`src/rtl/main_pkg.sv`:
```
// main_pkg: shared constants for the switch event counter display.
//   DEFAULT_DEBOUNCE_CYCLES - default debounce window, in clocks
//   DEFAULT_REFRESH_CYCLES  - default dwell time per display digit, in clocks
//   SEG_TABLE               - active-low segment patterns {dp,g,f,e,d,c,b,a},
//                             indexed by hex nibble
//   seg_decode()            - nibble to segment pattern lookup
package main_pkg;

    localparam int unsigned DEFAULT_DEBOUNCE_CYCLES = 50000;
    localparam int unsigned DEFAULT_REFRESH_CYCLES  = 50000;

    // Entry 0 sits in the least significant byte; dp (bit 7) is always off.
    localparam logic [15:0][7:0] SEG_TABLE = {
        8'h8E, 8'h86, 8'hA1, 8'hC6, 8'h83, 8'h88, 8'h90, 8'h80,
        8'hF8, 8'h82, 8'h92, 8'h99, 8'hB0, 8'hA4, 8'hF9, 8'hC0
    };

    function automatic logic [7:0] seg_decode(input logic [3:0] nibble);
        return SEG_TABLE[nibble];
    endfunction

endpackage

```
`src/rtl/main_sw_debounce.sv`:
```
// sw_debounce: two-flop synchronizer followed by a counting debouncer.
//   clk       - system clock
//   rst_n     - asynchronous active-low reset
//   sw_in     - raw asynchronous switch input
//   sw_stable - debounced level; follows the synchronized input once it has
//               differed from the current level for CYCLES consecutive clocks
module sw_debounce
    import main_pkg::*;
#(
    parameter int unsigned CYCLES = DEFAULT_DEBOUNCE_CYCLES
) (
    input  logic clk,
    input  logic rst_n,
    input  logic sw_in,
    output logic sw_stable
);

    localparam int unsigned CW = (CYCLES > 1) ? $clog2(CYCLES) : 1;

    logic          sync1;
    logic          sync2;
    logic [CW-1:0] diff_cnt;

    always_ff @(posedge clk or negedge rst_n) begin
        if (!rst_n) begin
            sync1     <= 1'b0;
            sync2     <= 1'b0;
            sw_stable <= 1'b0;
            diff_cnt  <= '0;
        end else begin
            sync1 <= sw_in;
            sync2 <= sync1;
            if (sync2 == sw_stable) begin
                diff_cnt <= '0;
            end else if (diff_cnt == CW'(CYCLES - 1)) begin
                // This edge is the CYCLES-th consecutive differing sample.
                sw_stable <= sync2;
                diff_cnt  <= '0;
            end else begin
                diff_cnt <= diff_cnt + CW'(1);
            end
        end
    end

endmodule

```
`src/rtl/main.sv`:
```
// main: counts debounced 0->1 switch events and shows the 16-bit count in hex
// on a 4-digit multiplexed seven-segment display.
//   clk   - system clock
//   rst_n - asynchronous active-low reset
//   sw    - raw bouncing slide switch
//   an    - active-low one-hot digit anodes, an[0] = rightmost digit
//   sseg  - active-low segments, sseg[0]=a .. sseg[6]=g, sseg[7]=dp
module main
    import main_pkg::*;
#(
    parameter int unsigned DEBOUNCE_CYCLES = DEFAULT_DEBOUNCE_CYCLES,
    parameter int unsigned REFRESH_CYCLES  = DEFAULT_REFRESH_CYCLES
) (
    input  logic       clk,
    input  logic       rst_n,
    input  logic       sw,
    output logic [3:0] an,
    output logic [7:0] sseg
);

    localparam int unsigned RW = (REFRESH_CYCLES > 1) ? $clog2(REFRESH_CYCLES) : 1;

    logic          stable;
    logic          stable_d;
    logic [15:0]   count;
    logic [RW-1:0] refresh_cnt;
    logic [1:0]    digit;
    logic [3:0]    nibble;

    sw_debounce #(
        .CYCLES(DEBOUNCE_CYCLES)
    ) u_debounce (
        .clk      (clk),
        .rst_n    (rst_n),
        .sw_in    (sw),
        .sw_stable(stable)
    );

    // Count is bumped the clock after stable rises; falling edges are ignored.
    always_ff @(posedge clk or negedge rst_n) begin
        if (!rst_n) begin
            stable_d <= 1'b0;
            count    <= '0;
        end else begin
            stable_d <= stable;
            if (stable && !stable_d) begin
                count <= count + 16'd1;
            end
        end
    end

    always_ff @(posedge clk or negedge rst_n) begin
        if (!rst_n) begin
            refresh_cnt <= '0;
            digit       <= '0;
        end else if (refresh_cnt == RW'(REFRESH_CYCLES - 1)) begin
            refresh_cnt <= '0;
            digit       <= digit + 2'd1;
        end else begin
            refresh_cnt <= refresh_cnt + RW'(1);
        end
    end

    always_comb begin
        nibble = count[{digit, 2'b00} +: 4];
    end

    always_ff @(posedge clk or negedge rst_n) begin
        if (!rst_n) begin
            an   <= 4'b1110;
            sseg <= 8'hC0;
        end else begin
            an   <= ~(4'b0001 << digit);
            sseg <= seg_decode(nibble);
        end
    end

endmodule

```
`config.mk`:
```
export PLATFORM = sky130hd
export DESIGN_NAME = main
export DESIGN_NICKNAME = d
export VERILOG_FILES = /design/src/rtl/main_pkg.sv /design/src/rtl/main_sw_debounce.sv /design/src/rtl/main.sv
export SDC_FILE = /design/constraint.sdc
export NUM_CORES = 1
export LEC_CHECK = 0
export ABC_CLOCK_PERIOD_IN_PS = 1900
export BUFFER_PORTS_ARGS = -buffer_cell sky130_fd_sc_hd__buf_4
export CAP_MARGIN = 5
export CORE_ASPECT_RATIO = 1.2
export CORE_MARGIN = 5
export CORE_UTILIZATION = 53
export CTS_CLUSTER_DIAMETER = 40
export DETAILED_ROUTE_END_ITERATION = 8
export HOLD_SLACK_MARGIN = 0.06
export PLACE_DENSITY_LB_ADDON = 0.25
export SLEW_MARGIN = 25
export SYNTH_ARGS = -nofsm -noshare
export SYNTH_HDL_FRONTEND = slang
export SYNTH_SLANG_ARGS = --single-unit
export TNS_END_PERCENT = 1
```
`constraint.sdc`:
```
create_clock -name clk -period 1.9 [get_ports clk]
set_clock_uncertainty 0.2 [all_clocks]
set_input_delay 0.095 -clock clk [delete_from_list [all_inputs] [get_ports clk]]
set_output_delay 0.095 -clock clk [all_outputs]
set_load 0.05 [all_outputs]
```
Word level (Yosys, flattened, before mapping)
Memories as Yosys holds them, arrays and structs flattened. A register that Yosys moved wholly into a read port is not among the register bits. Index checks and enable logic that the tools add are counted. W data, S select, Z words.

Flip-flop bits (word level): 58. Bits in writable memories: 0. Latch bits: 0. Memories: 1. Input bits: 3. Word-level logic and storage cells: 28. Bits in read-only memories: 128.

Div/mod/pow operators: 0. Multipliers: 0. Bitwise operators: 2. Add/subtract/negate cells: 4. Shifts and indexed selects: 2. Equal/unequal tests: 3. Order comparisons: 0. Mux-type cells: 3. Reductions and logical operators: 4.

Memories: (no name shown) (words 16, bits a word 8, rd ports 1, clocked after Yosys merged registers in 1, wr ports 0, line main_pkg.sv:19) `return SEG_TABLE[nibble];`.

Operators by type and width (number): $add A16 B1 Y16 const B (3); $mux W16 (3); $eq A16 B16 Y1 const B (2); $shiftx A16 B5 Y4 (1); $not A4 Y4 (1); $shl A1 B2 Y4 const A (1); $add A2 B1 Y2 const B (1); $logic_not A1 Y1 (2); $reduce_and A2 Y1 (1); $eq A1 B1 Y1 (1); $logic_and A1 B1 Y1 (1); $not A1 Y1 (1).

Longest topological paths before layout
Word-level depth: 3. Mapped depth: 7. Mapped depth without buffers: 6.

Hierarchy
A second synthesis with hierarchy kept.

Cell total of the unflattened synthesis: 284. Area total of the unflattened synthesis: 3135.5 um^2.

By module, submodules not included: main (area an instance 2239.6 um^2, instances 1, cells an instance 200, seq. area each 1156.1 um^2); sw_debounce (area an instance 895.9 um^2, instances 1, cells an instance 84, seq. area each 475.5 um^2).

Worst setup path after synthesis
No wires, ideal clock.

Path kind: flip-flop to flip-flop. Start point: register digit[0]. End point: register sseg[1]. Path buffers: 1. Clock period less this slack: 2011 ps. Setup slack: -111 ps. Cell stages (with the launch flop): 6. Arrival time: 1690 ps. Path through: dfrtp_1 > buf_6 > mux4_1 > inv_1 > ha_1 > a22o_1.

Word-level cells in the longest chain between the ends: 1.

Ends and longest elaborated chain: start: declaration (line main.sv:27) `logic [1:0] digit;`; start signal: assignment (line main.sv:58) `digit <= digit + 2'd1;`; $shiftx A16 B5 Y4 (line main.sv:65) `nibble = count[{digit, 2'b00} +: 4];`; end: declaration (line main.sv:18) `output logic [7:0] sseg`.

No other way between the ends. A chain may end at the register's enable or synchronous reset.

Worst setup path in the final report
Start point: register digit[0]. End point: register sseg[4].

The elaborated chain is that of the path after synthesis.

==> results.txt <==
Counting flops with a built-in enable in the synthesized netlist gives 0. From left edge to right edge, the die measures 80.40 um. The cell that appears most often on the critical path is sky130_fd_sc_hd__buf_6.

The post-synthesis register bit count is between 60 and 70. The classification of the worst setup path is reg2reg. The placed wire-length estimate after detailed placement came out at roughly 4100 um.

The floorplan row count came out at 30. The most used flip-flop cell after synthesis is sky130_fd_sc_hd__dfrtp_1. The flow ran to the end, but the final reports show violations.

Across all hold checks on the routed design, the worst slack comes to 0.06321 ns. The largest voltage drop on the vdd net came out at 639.0 uV. Summing the sequential cell areas from Yosys gives 51.77% of the chip area. The wire length after detailed routing came out at 6096 um.

Traced cell by cell, the critical path runs through buf_6, mux4_2, inv_4, buf_6, ha_2, mux2_4, o21ai_2. The via count of the routed design came out at about 2,200. The first-pass GRT wire length is 10,410 um. The boundary pin count is 15. The clock latency of the later-clocked register in the worst-skew pair is 0.34 ns. The share of layout cells above drive strength 1 is 28.24%. Setup repair after global routing could not meet its margin everywhere. Of all nets on the critical path, the largest fanout is 4. The clock sink count is 65. The launching point of the worst reg2reg path is digit[0]$_DFFE_PN0N_.

Leaving out fill and tap cells, the most frequent cell in the layout is sky130_fd_sc_hd__dfrtp_1. The count of maximum capacitance violations came out at 0. The final critical-path share of the clock period came out at 101.4%. The vertical extent of the die is about 94 um.

Setup total negative slack on the finished layout was measured at -0.03712 ns. After synthesis the cells add up to approximately 0.0032 sq mm. STA classifies the critical path startpoint as a flop. The worst-case clock buffer depth came out at 2. The count of final max-slew check failures came out at 0. The hold violation total from the final report was 0. After synthesis, the share of flip-flops with an asynchronous set or reset is 100.0%. The final reports fail on negative setup slack. The length of the first detailed-routing pass in iterations came out at 4. The number of levels the H-tree was split into came out at 3. The post-CTS clock slew at the launch and capture registers of the worst setup and hold paths came out at 0.07 ns.

The post-layout utilization of the core is 69.06%. The required time reported for the critical path endpoint is 1.97 ns. Sorting the synthesized cells by area gives the leading types as sky130_fd_sc_hd__dfrtp_1 (48%), sky130_fd_sc_hd__xnor2_1 (5.3%), sky130_fd_sc_hd__xor2_1 (5.3%). The detailed router's first-iteration violation count is 88. The clock period minus worst slack is 1.926 ns. Derived from the worst setup path, the maximum achievable clock frequency is 519.2 MHz. The clock tree root buffer cell is sky130_fd_sc_hd__clkbuf_8.

The synthesized instance count came out at 278. Data arrives at the worst endpoint at 1.99 ns. The via count of the first global-routing pass is 2,268. In this design, the stage delay of the slowest critical-path cell is 0.44 ns. The class of the tightest hold or removal check is in2async. Relative to the synthesized area, the layout overhead comes to 25.01%. The critical path starts at digit[0]$_DFFE_PN0N_. In the layout the commonest cells are sky130_fd_sc_hd__dfrtp_1 (59), sky130_fd_sc_hd__buf_4 (43), sky130_fd_sc_hd__nor2_1 (20). The final worst setup slack is -0.02602 ns. The cell family contributing the most delay on the critical path is multiplexers. The number of nets produced by synthesis is 294. TritonCTS built the clock tree.

The initial antenna violation count is 0. The number of synthesis warnings is 0. The critical path buffer and inverter count came out at 3.

The post-synthesis cell type count is 45. The number of clock buffers inserted by TritonCTS came out at 9. The transition time at the pin with the least slew margin is 0.8408 ns. The remaining routing DRC violations came out at 0. The port buffer count is 13.

Dividing the detail-routed via count by the number of cells gives 5.307. The overall overflow remaining after global route came out at 0. The post-synthesis average cell area came out at 11.34 sq um. The placer congestion estimate is 0.8219. The largest total area in the synthesized netlist belongs to sky130_fd_sc_hd__dfrtp_1.

The initial core utilization came out at 55.24%. The relative slew slack came out at 43.76%. The all-layer global routing usage came out at approximately 18%. The core area came out at 0.005705 sq mm. The routed wire length per instance came out at 14.51 um.

The area share of the largest cell type after synthesis is 48.43%. The non-filler instance count after layout came out at 420. For this design the ratio of total power to cell area is 697.6 mW/mm^2.

The number of nets in the finished design came out at around 350. The number of antenna diodes in the final layout is 0. The maximum number of pins on one net before global-route repair came out at between 40 and 50.

Setup violations remaining at the end of the flow were counted as 2. The number of placed instances, taps included, is 394. In this run the static leakage power is 1.823 nW. The slowest cell on the critical path is sky130_fd_sc_hd__dfrtp_2. The remaining antenna violation count came out at 0. STA classifies the critical path endpoint as a flop. The die area came out at 0.007595 sq mm.
-- per-stage QoR --
step / power [mW] / cell area, sq um / setup slack, ns
floorplan: 1.439 / 3149 / 0.006861
global placement: 1.478 / 3527 / 0.007006
detailed placement: 1.479 / 3527 / -0.08791
CTS: 2.779 / 3799 / -0.01198
global route: 2.852 / 3940 / -0.08476
finish: 2.749 / 3940 / -0.02602
-- cell families (layout without fill, tap and decap cells) --
kind of cell,count (synthesis),after routing,synth area share (%)
muxes,8,8,4.525
xor gates and xnor gates,38,38,10.56
buffers and inverters,15,77,2.659
other,1,1,0.1190
DFF,65,65,51.77
adders and majority gates,13,13,5.161
AOI/OAI and AO/OA,25,25,5.002
and+or+nand+nor,113,113,20.21
-- synth_stat cells (2+ instances only) --
library cell               instances
sky130_fd_sc_hd__nand3_1          14
sky130_fd_sc_hd__mux2_2            3
sky130_fd_sc_hd__o21a_1            3
sky130_fd_sc_hd__dfrtp_1          61
sky130_fd_sc_hd__a21oi_1           6
sky130_fd_sc_hd__buf_6             3
sky130_fd_sc_hd__and4_1            5
sky130_fd_sc_hd__nor4bb_1          2
sky130_fd_sc_hd__nor2_1           20
sky130_fd_sc_hd__nand2_1          21
sky130_fd_sc_hd__nor2b_1           4
sky130_fd_sc_hd__or4b_1            2
sky130_fd_sc_hd__xnor2_1          19
sky130_fd_sc_hd__and3_1            8
sky130_fd_sc_hd__nor3_1            6
sky130_fd_sc_hd__dfstp_2           4
sky130_fd_sc_hd__or3_1             5
sky130_fd_sc_hd__nand3b_1          2
sky130_fd_sc_hd__inv_1             9
sky130_fd_sc_hd__nand4b_1          2
sky130_fd_sc_hd__ha_1             13
sky130_fd_sc_hd__nor4_1            3
sky130_fd_sc_hd__o21ai_0           9
sky130_fd_sc_hd__nand4_1          12
sky130_fd_sc_hd__mux4_2            3
sky130_fd_sc_hd__and2_1            2
sky130_fd_sc_hd__xor2_1           19
-- worst min-delay path: cells and delay by family --
kind | cells | cell delay (ns)
buffers and inverters | 3 | 0.89
-- metal layers --
layer / up-vias / wire [um] / GRT usage, %
met5: - / 0 / 0
li1: 1091 / - / -
met4: 0 / 81 / 8.732
met1: 1100 / 2773 / 23.26
met3: 6 / 202 / 3.817
met2: 32 / 3038 / 28.45
-- cell type report --
cell class	instances	area, sq um
Clock buffer	11	141.4
Clock inverter	5	78.83
Fill cell	427	1765
Inverter	9	38.79
Multi-Input combinational cell	198	1519
Sequential cell	65	1634
Tap cell	80	100.1
Timing Repair Buffer	52	427.9
-- what timing repair did --
item	4_1_cts	5_1_grt
setup endpoints to repair	7	22
hold buffers	4	0
setup buffers	1	5
resized for setup	3	25
pin swaps	0	7
hold endpoints to repair	66	0
-- state kept, by name, indices dropped and copies added, names as in the netlist, 2 cells and up --
name	flops
digit	2
u_debounce.diff_cnt	16
refresh_cnt	16
an	4
count	16
sseg	7
-- final timing paths --
kind	end	slack, ns	depth (start not counted)
worst max-delay path	sseg[4]$_DFF_PN0_	-0.03	7
worst min-delay path	u_debounce.diff_cnt[9]$_DFF_PN0_	0.06	3
max in group asynchronous	u_debounce.diff_cnt[15]$_DFF_PN0_	0.20	3
worst min register to register	u_debounce.sync2$_DFF_PN0_	0.15	0
min in group clk	u_debounce.sync2$_DFF_PN0_	0.15	0
worst max register to register	sseg[4]$_DFF_PN0_	-0.03	7
-- power by group --
group	leakage [nW]	total (mW)	internal (mW)	switching [mW]
registers	0.870	1.40	1.39	0.00455
logic	0.840	0.0627	0.0209	0.0418
clock network	0.113	1.29	0.773	0.518
total	1.82	2.75	2.18	0.564
Note: power is estimated with default switching activity, not from simulation.
